File: src/rtl/rr_arbiter_4req_pkg.sv
// Shared constants, FSM state type and grant helpers for the 4-requester round-robin arbiter.
package arb_pkg;

  localparam int N_REQ = 4;
  localparam int IDX_W = 2;

  typedef enum logic [1:0] {
    IDLE    = 2'd0,
    GRANT   = 2'd1,
    RELEASE = 2'd2
  } arb_state_t;

  function automatic logic [N_REQ-1:0] onehot_from_idx(input logic [IDX_W-1:0] idx);
    logic [N_REQ-1:0] v;
    v      = '0;
    v[idx] = 1'b1;
    return v;
  endfunction

endpackage

File: src/rtl/rr_arbiter_4req_if.sv
// Request/grant bundle between the requester blocks (master) and the arbiter (slave).
interface rr_arbiter_4req_if
  import arb_pkg::*;
();

  logic [N_REQ-1:0] req;
  logic [N_REQ-1:0] gnt;
  logic [IDX_W-1:0] gnt_idx;
  logic             gnt_valid;
  logic             tmo;

  modport master (output req, input gnt, input gnt_idx, input gnt_valid, input tmo);
  modport slave  (input req, output gnt, output gnt_idx, output gnt_valid, output tmo);

endinterface

File: src/rtl/rr_arbiter_4req_prio_encoder.sv
// Combinational rotating priority encoder: first set req bit at or above (ptr+1) mod 4, wrapping.
module rr_prio_encoder
  import arb_pkg::*;
(
  input  logic [N_REQ-1:0] req,
  input  logic [IDX_W-1:0] ptr,
  output logic [IDX_W-1:0] idx,
  output logic             valid
);

  logic [IDX_W-1:0] offset;
  logic [N_REQ-1:0] rot;
  logic [IDX_W-1:0] pidx;

  assign offset = ptr + 1'b1;

  // Rotate so the highest-priority requester lands at bit 0, encode, then undo the rotation.
  always_comb begin
    rot  = '0;
    pidx = '0;
    for (int i = 0; i < N_REQ; i++) begin
      rot[i] = req[IDX_W'(i) + offset];
    end
    for (int i = N_REQ - 1; i >= 0; i--) begin
      if (rot[i]) pidx = IDX_W'(i);
    end
  end

  assign idx   = pidx + offset;
  assign valid = |req;

endmodule

File: src/rtl/rr_arbiter_4req.sv
// Round-robin arbiter for 4 requesters with registered one-hot/index/valid grant; 1-cycle grant latency.
// Define ARB_TIMEOUT_EN to force release (tmo pulse) after MAX_HOLD consecutive grant cycles.
module rr_arbiter_4req
  import arb_pkg::*;
#(
  parameter int MAX_HOLD = 8,
  parameter int CNT_W    = 4
) (
  input  logic               clk,
  input  logic               rst,
  rr_arbiter_4req_if.slave   bus
);

  localparam bit HOLD_CFG_OK = (MAX_HOLD >= 2) && (MAX_HOLD <= 15) && ((1 << CNT_W) > MAX_HOLD);

  if (!HOLD_CFG_OK) begin : g_bad_hold_cfg
    $error("rr_arbiter_4req: MAX_HOLD must be 2..15 and fit in CNT_W bits");
  end

  arb_state_t       state_q, state_d;
  logic [IDX_W-1:0] ptr_q, ptr_d;
  logic [N_REQ-1:0] gnt_q, gnt_d;
  logic [IDX_W-1:0] idx_q, idx_d;
  logic             vld_q, vld_d;
  logic [IDX_W-1:0] enc_idx;
  logic             enc_valid;

`ifdef ARB_TIMEOUT_EN
  logic [CNT_W-1:0] cnt_q, cnt_d;
  logic             tmo_q, tmo_d;
`endif

  rr_prio_encoder u_enc (
    .req   (bus.req),
    .ptr   (ptr_q),
    .idx   (enc_idx),
    .valid (enc_valid)
  );

  // ptr_q doubles as the owner index while in GRANT.
  always_comb begin
    state_d = state_q;
    ptr_d   = ptr_q;
    gnt_d   = gnt_q;
    idx_d   = idx_q;
    vld_d   = vld_q;
`ifdef ARB_TIMEOUT_EN
    cnt_d   = cnt_q;
    tmo_d   = 1'b0;
`endif
    case (state_q)
      IDLE, RELEASE: begin
        state_d = IDLE;
        gnt_d   = '0;
        idx_d   = '0;
        vld_d   = 1'b0;
        if (enc_valid) begin
          state_d = GRANT;
          ptr_d   = enc_idx;
          gnt_d   = onehot_from_idx(enc_idx);
          idx_d   = enc_idx;
          vld_d   = 1'b1;
`ifdef ARB_TIMEOUT_EN
          cnt_d   = '0;
`endif
        end
      end
      GRANT: begin
        if (!bus.req[ptr_q]) begin
          state_d = RELEASE;
          gnt_d   = '0;
          idx_d   = '0;
          vld_d   = 1'b0;
        end
`ifdef ARB_TIMEOUT_EN
        else if (cnt_q == CNT_W'(MAX_HOLD - 1)) begin
          state_d = RELEASE;
          gnt_d   = '0;
          idx_d   = '0;
          vld_d   = 1'b0;
          tmo_d   = 1'b1;
        end else begin
          cnt_d   = cnt_q + 1'b1;
        end
`endif
      end
      default: begin
        state_d = IDLE;
        gnt_d   = '0;
        idx_d   = '0;
        vld_d   = 1'b0;
      end
    endcase
  end

  always_ff @(posedge clk or posedge rst) begin
    if (rst) begin
      state_q <= IDLE;
      ptr_q   <= IDX_W'(N_REQ - 1);
      gnt_q   <= '0;
      idx_q   <= '0;
      vld_q   <= 1'b0;
    end else begin
      state_q <= state_d;
      ptr_q   <= ptr_d;
      gnt_q   <= gnt_d;
      idx_q   <= idx_d;
      vld_q   <= vld_d;
    end
  end

`ifdef ARB_TIMEOUT_EN
  always_ff @(posedge clk or posedge rst) begin
    if (rst) begin
      cnt_q <= '0;
      tmo_q <= 1'b0;
    end else begin
      cnt_q <= cnt_d;
      tmo_q <= tmo_d;
    end
  end

  assign bus.tmo = tmo_q;
`else
  assign bus.tmo = 1'b0;
`endif

  assign bus.gnt       = gnt_q;
  assign bus.gnt_idx   = idx_q;
  assign bus.gnt_valid = vld_q;

endmodule

File: src/flat_wrapper.sv
// flat-port wrapper written by rule: the top's interface ports become plain ports
module rr_arbiter_4req_flat import arb_pkg::*;
#(
  parameter int MAX_HOLD = 8,
  parameter int CNT_W    = 4
)
  (clk, rst, bus_req, bus_gnt, bus_gnt_idx, bus_gnt_valid, bus_tmo);
  rr_arbiter_4req_if bus_i ();
  input  logic clk;
  input  logic rst;
  input wire logic [$bits(bus_i.req)-1:0] bus_req;
  output wire logic [$bits(bus_i.gnt)-1:0] bus_gnt;
  output wire logic [$bits(bus_i.gnt_idx)-1:0] bus_gnt_idx;
  output wire logic [$bits(bus_i.gnt_valid)-1:0] bus_gnt_valid;
  output wire logic [$bits(bus_i.tmo)-1:0] bus_tmo;
  assign bus_i.req = bus_req;
  assign bus_gnt = bus_i.gnt;
  assign bus_gnt_idx = bus_i.gnt_idx;
  assign bus_gnt_valid = bus_i.gnt_valid;
  assign bus_tmo = bus_i.tmo;
  rr_arbiter_4req #(.MAX_HOLD(MAX_HOLD), .CNT_W(CNT_W)) u_core (.clk(clk), .rst(rst), .bus(bus_i));
endmodule
File: config.mk
export PLATFORM = sky130hd
export DESIGN_NAME = rr_arbiter_4req_flat
export DESIGN_NICKNAME = d
export VERILOG_FILES = /design/src/rtl/rr_arbiter_4req_pkg.sv /design/src/rtl/rr_arbiter_4req_if.sv /design/src/rtl/rr_arbiter_4req_prio_encoder.sv /design/src/rtl/rr_arbiter_4req.sv /design/src/flat_wrapper.sv
export SDC_FILE = /design/constraint.sdc
export NUM_CORES = 1
export LEC_CHECK = 0
export CORE_UTILIZATION = 42
export CTS_CLUSTER_SIZE = 20
export DETAILED_ROUTE_END_ITERATION = 8
export GPL_TIMING_DRIVEN = 0
export PLACE_DENSITY = 0.73
export SLEW_MARGIN = 20
export SYNTH_ARGS = -nofsm -noshare
export SYNTH_HDL_FRONTEND = slang
export SYNTH_SLANG_ARGS = --single-unit
File: constraint.sdc
create_clock -name clk -period 2.4 [get_ports clk]
set_input_delay 0.48 -clock clk [delete_from_list [all_inputs] [get_ports clk]]
set_output_delay 0.48 -clock clk [all_outputs]
set_load 0.005 [all_outputs]
==> impl_metrics.toml <==
[status]
outcome = "complete, no violations"

[sta]
timing_hold_violations_final = 0
period_share = 0.968
tightest_slew_ns = 0.508
setup_viol = 0
final.setup_skew_ns = 0.00295
min_period_ns = 2.32
finalSetupTns_ns = 0
rsz0062_at_grt = "yes"
max_freq_ghz = 0.431
report.final.slew_viol_count = 0
relSlewSlack = 0.662

[yosys]
synth_edf_count = 0
synth.cell_area_um2 = 603
synth_warnings = 0
synthFlopType = "dfrtp_1"
async_flop_share = 1.00
ys_types = 33
synth_nets = 69
yosys_register_bits = 10
synthCells = 62
synth-seq-area-share = 0.419
syn_avg_cell_area_um2 = 9.73

[place]
gp_congestion = 0.682
placed_cell_area_um2 = 732
hpwl_um = 824
port_buffers = 11

[detailed_routing]
drt_iter0_markers = 1
drcViolationCount = 0
antenna_left = 0
wire_per_inst_um = 12.9
via_count = 503
dr.pass1.iters = 2
drt-total-wl_mm = 1.21
vias_per_cell = 5.35

[clock_tree]
clock_path_buffers = 2
cts.sinks = 10
cts_root_buffer = "clkbuf_4"
numCtsBuffers = 3
htree_levels = 1
path_clk_slew_ns = 0.07
clock_latency_ns = 0.26
cts_tree = "built"

[power_and_ir_drop]
p_per_area_nw_per_um2 = 1400
p_leak_nw = 0.360
ir_worst_vdd_mv = 0.705

[worst_setup_path]
r2r_cells = 9
cp_num_buf_inv = 0
cp-end-kind = "flop"
r2r-start = "u_core.ptr_q[0]"
worst_path_dominant_cell_family = "flip-flops"
critPathKind = "reg -> reg"
cpMaxStageDelayCell = "dfstp_2"
r2r_slack_ns = 0.08
rr_endpoint = "u_core.bus.gnt[3]"
cp_data_arrival_time_ns = 2.47
cp_max_fo = 6
path_cells = "nor2_1 -> a221oi_1 -> a21oi_1 -> or3_1 -> ha_2 -> xor2_1 -> xnor2_1 -> xnor2_2 -> a32o_1"
crit_path_start_kind = "flop"
slowest_delay_ns = 0.58
required_ns = 2.55
worst-path-stages = 9

[worst_hold_path]
hold_class = "reg -> reg"
hold_end = "u_core.state_q[1]"
min_path_cells = 1
hp-start = "u_core.state_q[1]"

[flow_run]
drv_cap = 0

[finish]
post-route-util = 0.605
layout.nets = 87
fin_area_um2 = 797
area_delta_synth_final_pct = 32.2
drive_gt1_frac = 0.241
antenna_cells = 0
fill_cells = 121

[die]
initial_core_util = 0.458
die_h_um = 39.9
die_x_um = 39.9
dieArea_um2 = 1590
io_pins = 14
row_count = 13
core-area_um2 = 1320

[global_route]
gr-total-overflow = 0
grt_pass1_wl_mm = 1.87
antenna_found_initial = 0
grt_max_degree = 11
grt_pass1_vias = 433
grt_util_all_layers = 0.180
[timing repair]
action,4_1_cts,5_1_grt
gates cloned,0,0
pin swaps,4,2
setup endpoints to repair,6,6
buffers inserted,2,1
resized for setup,4,4
hold buffers,0,0
endpoints found under the hold margin,0,0
[worst max-delay path by stage]
| stage | startpoint | end | slack (ns) |
|---|---|---|---|
| final | u_core.ptr_q[0] | u_core.bus.gnt[3] | 0.08 |
| after global routing | u_core.ptr_q[0] | u_core.bus.gnt[3] | -0.03 |
| after CTS | u_core.ptr_q[0] | u_core.bus.gnt[3] | 0.001 |
| after detailed placement | bus_req[2] | u_core.ptr_q[1] | -0.55 |
| after global placement | bus_req[2] | u_core.ptr_q[1] | -0.53 |
| after floorplan | u_core.ptr_q[0] | u_core.ptr_q[1] | 0.01 |
[flip-flops by register name, summed over array words and instances (netlist names)]
name and cells:
u_core.bus.gnt 4, u_core.bus.gnt_idx 2, u_core.ptr_q 2, u_core.state_q 2
[placed cells by master, fill, tap and decap left out, drive strengths merged]
cell type	instances
buf	6
inv	4
o31ai	1
mux4	1
dfstp	2
xor2	1
o21ai	2
dfrtp	8
a31oi	2
nor2b	2
clkdlybuf4s15	1
a22o	2
or4	1
clkdlybuf4s50	8
nand2	5
ha	1
nor3b	1
or3	1
a21oi	2
mux2i	1
nor4	2
o2111ai	1
xnor2	2
o311ai	1
a32o	1
nor3	2
or2	1
a221oi	1
dlygate4sd2	2
nor2	5
mux2	1
and3b	1
clkbuf	5
conb	1
a21o	1
[area by class of cell]
type                    count  area [µm²]  share of cell area
multi-input cells          43         318               0.399
flip-flops and latches     10         253               0.317
repair buffers             14         130               0.163
clock buffers               4        36.3              0.0455
plain buffers               4        26.3              0.0330
well taps                  15        18.8              0.0235
inverters                   4        15.0              0.0188
[cell families after synthesis]
family,after synthesis,synth area share
AOI/OAI and AO/OA,14,0.181
buffers and inverters,9,0.0767
DFF,10,0.419
muxes,3,0.0726
other,1,0.00622
and+or+nand+nor,21,0.181
xor gates and xnor gates,3,0.0436
adders and majority gates,1,0.0207
[cell usage after synthesis, types with 2 or more instances]
master	count	area, µm²
a31oi_1	2	12.5
o21ai_0	2	10.0
dfstp_2	2	52.6
xnor2_1	2	17.5
dfrtp_1	8	200
a22o_1	2	17.5
nor2_1	5	18.8
nor3_1	2	10.0
inv_1	4	15.0
buf_4	3	22.5
nand2_1	5	18.8
nor4_1	2	12.5
nor2b_1	2	12.5
a21oi_1	2	10.0
[stage by stage]
stage / std cells / total power (W) / hold slack (ns) / worst slack [ns]
2_1_floorplan: 62 / 0.000714 / 0.319 / 0.0118
3_3_place_gp: 88 / 0.000871 / 0.408 / -0.533
3_5_place_dp: 88 / 0.000879 / 0.420 / -0.551
4_1_cts: 93 / 0.00110 / 0.430 / 0.00101
5_1_grt: 94 / 0.00119 / 0.456 / -0.0275
6_report: 94 / 0.00112 / 0.425 / 0.0778
[metal layers]
metal,wire (µm),track usage,up-vias
met5,0,0,-
met4,0,0.103,0
met3,60,0.0170,0
met2,584,0.282,10
met1,564,0.237,235
li1,-,-,258
[where the power goes]
part / total (W) / switching, W / internal (W)
sequential: 0.000295 / 0.0000422 / 0.000253
clock: 0.000148 / 0.0000561 / 0.0000920
combinational: 0.000675 / 0.000318 / 0.000357
Note: power is estimated with default switching activity, not from simulation.
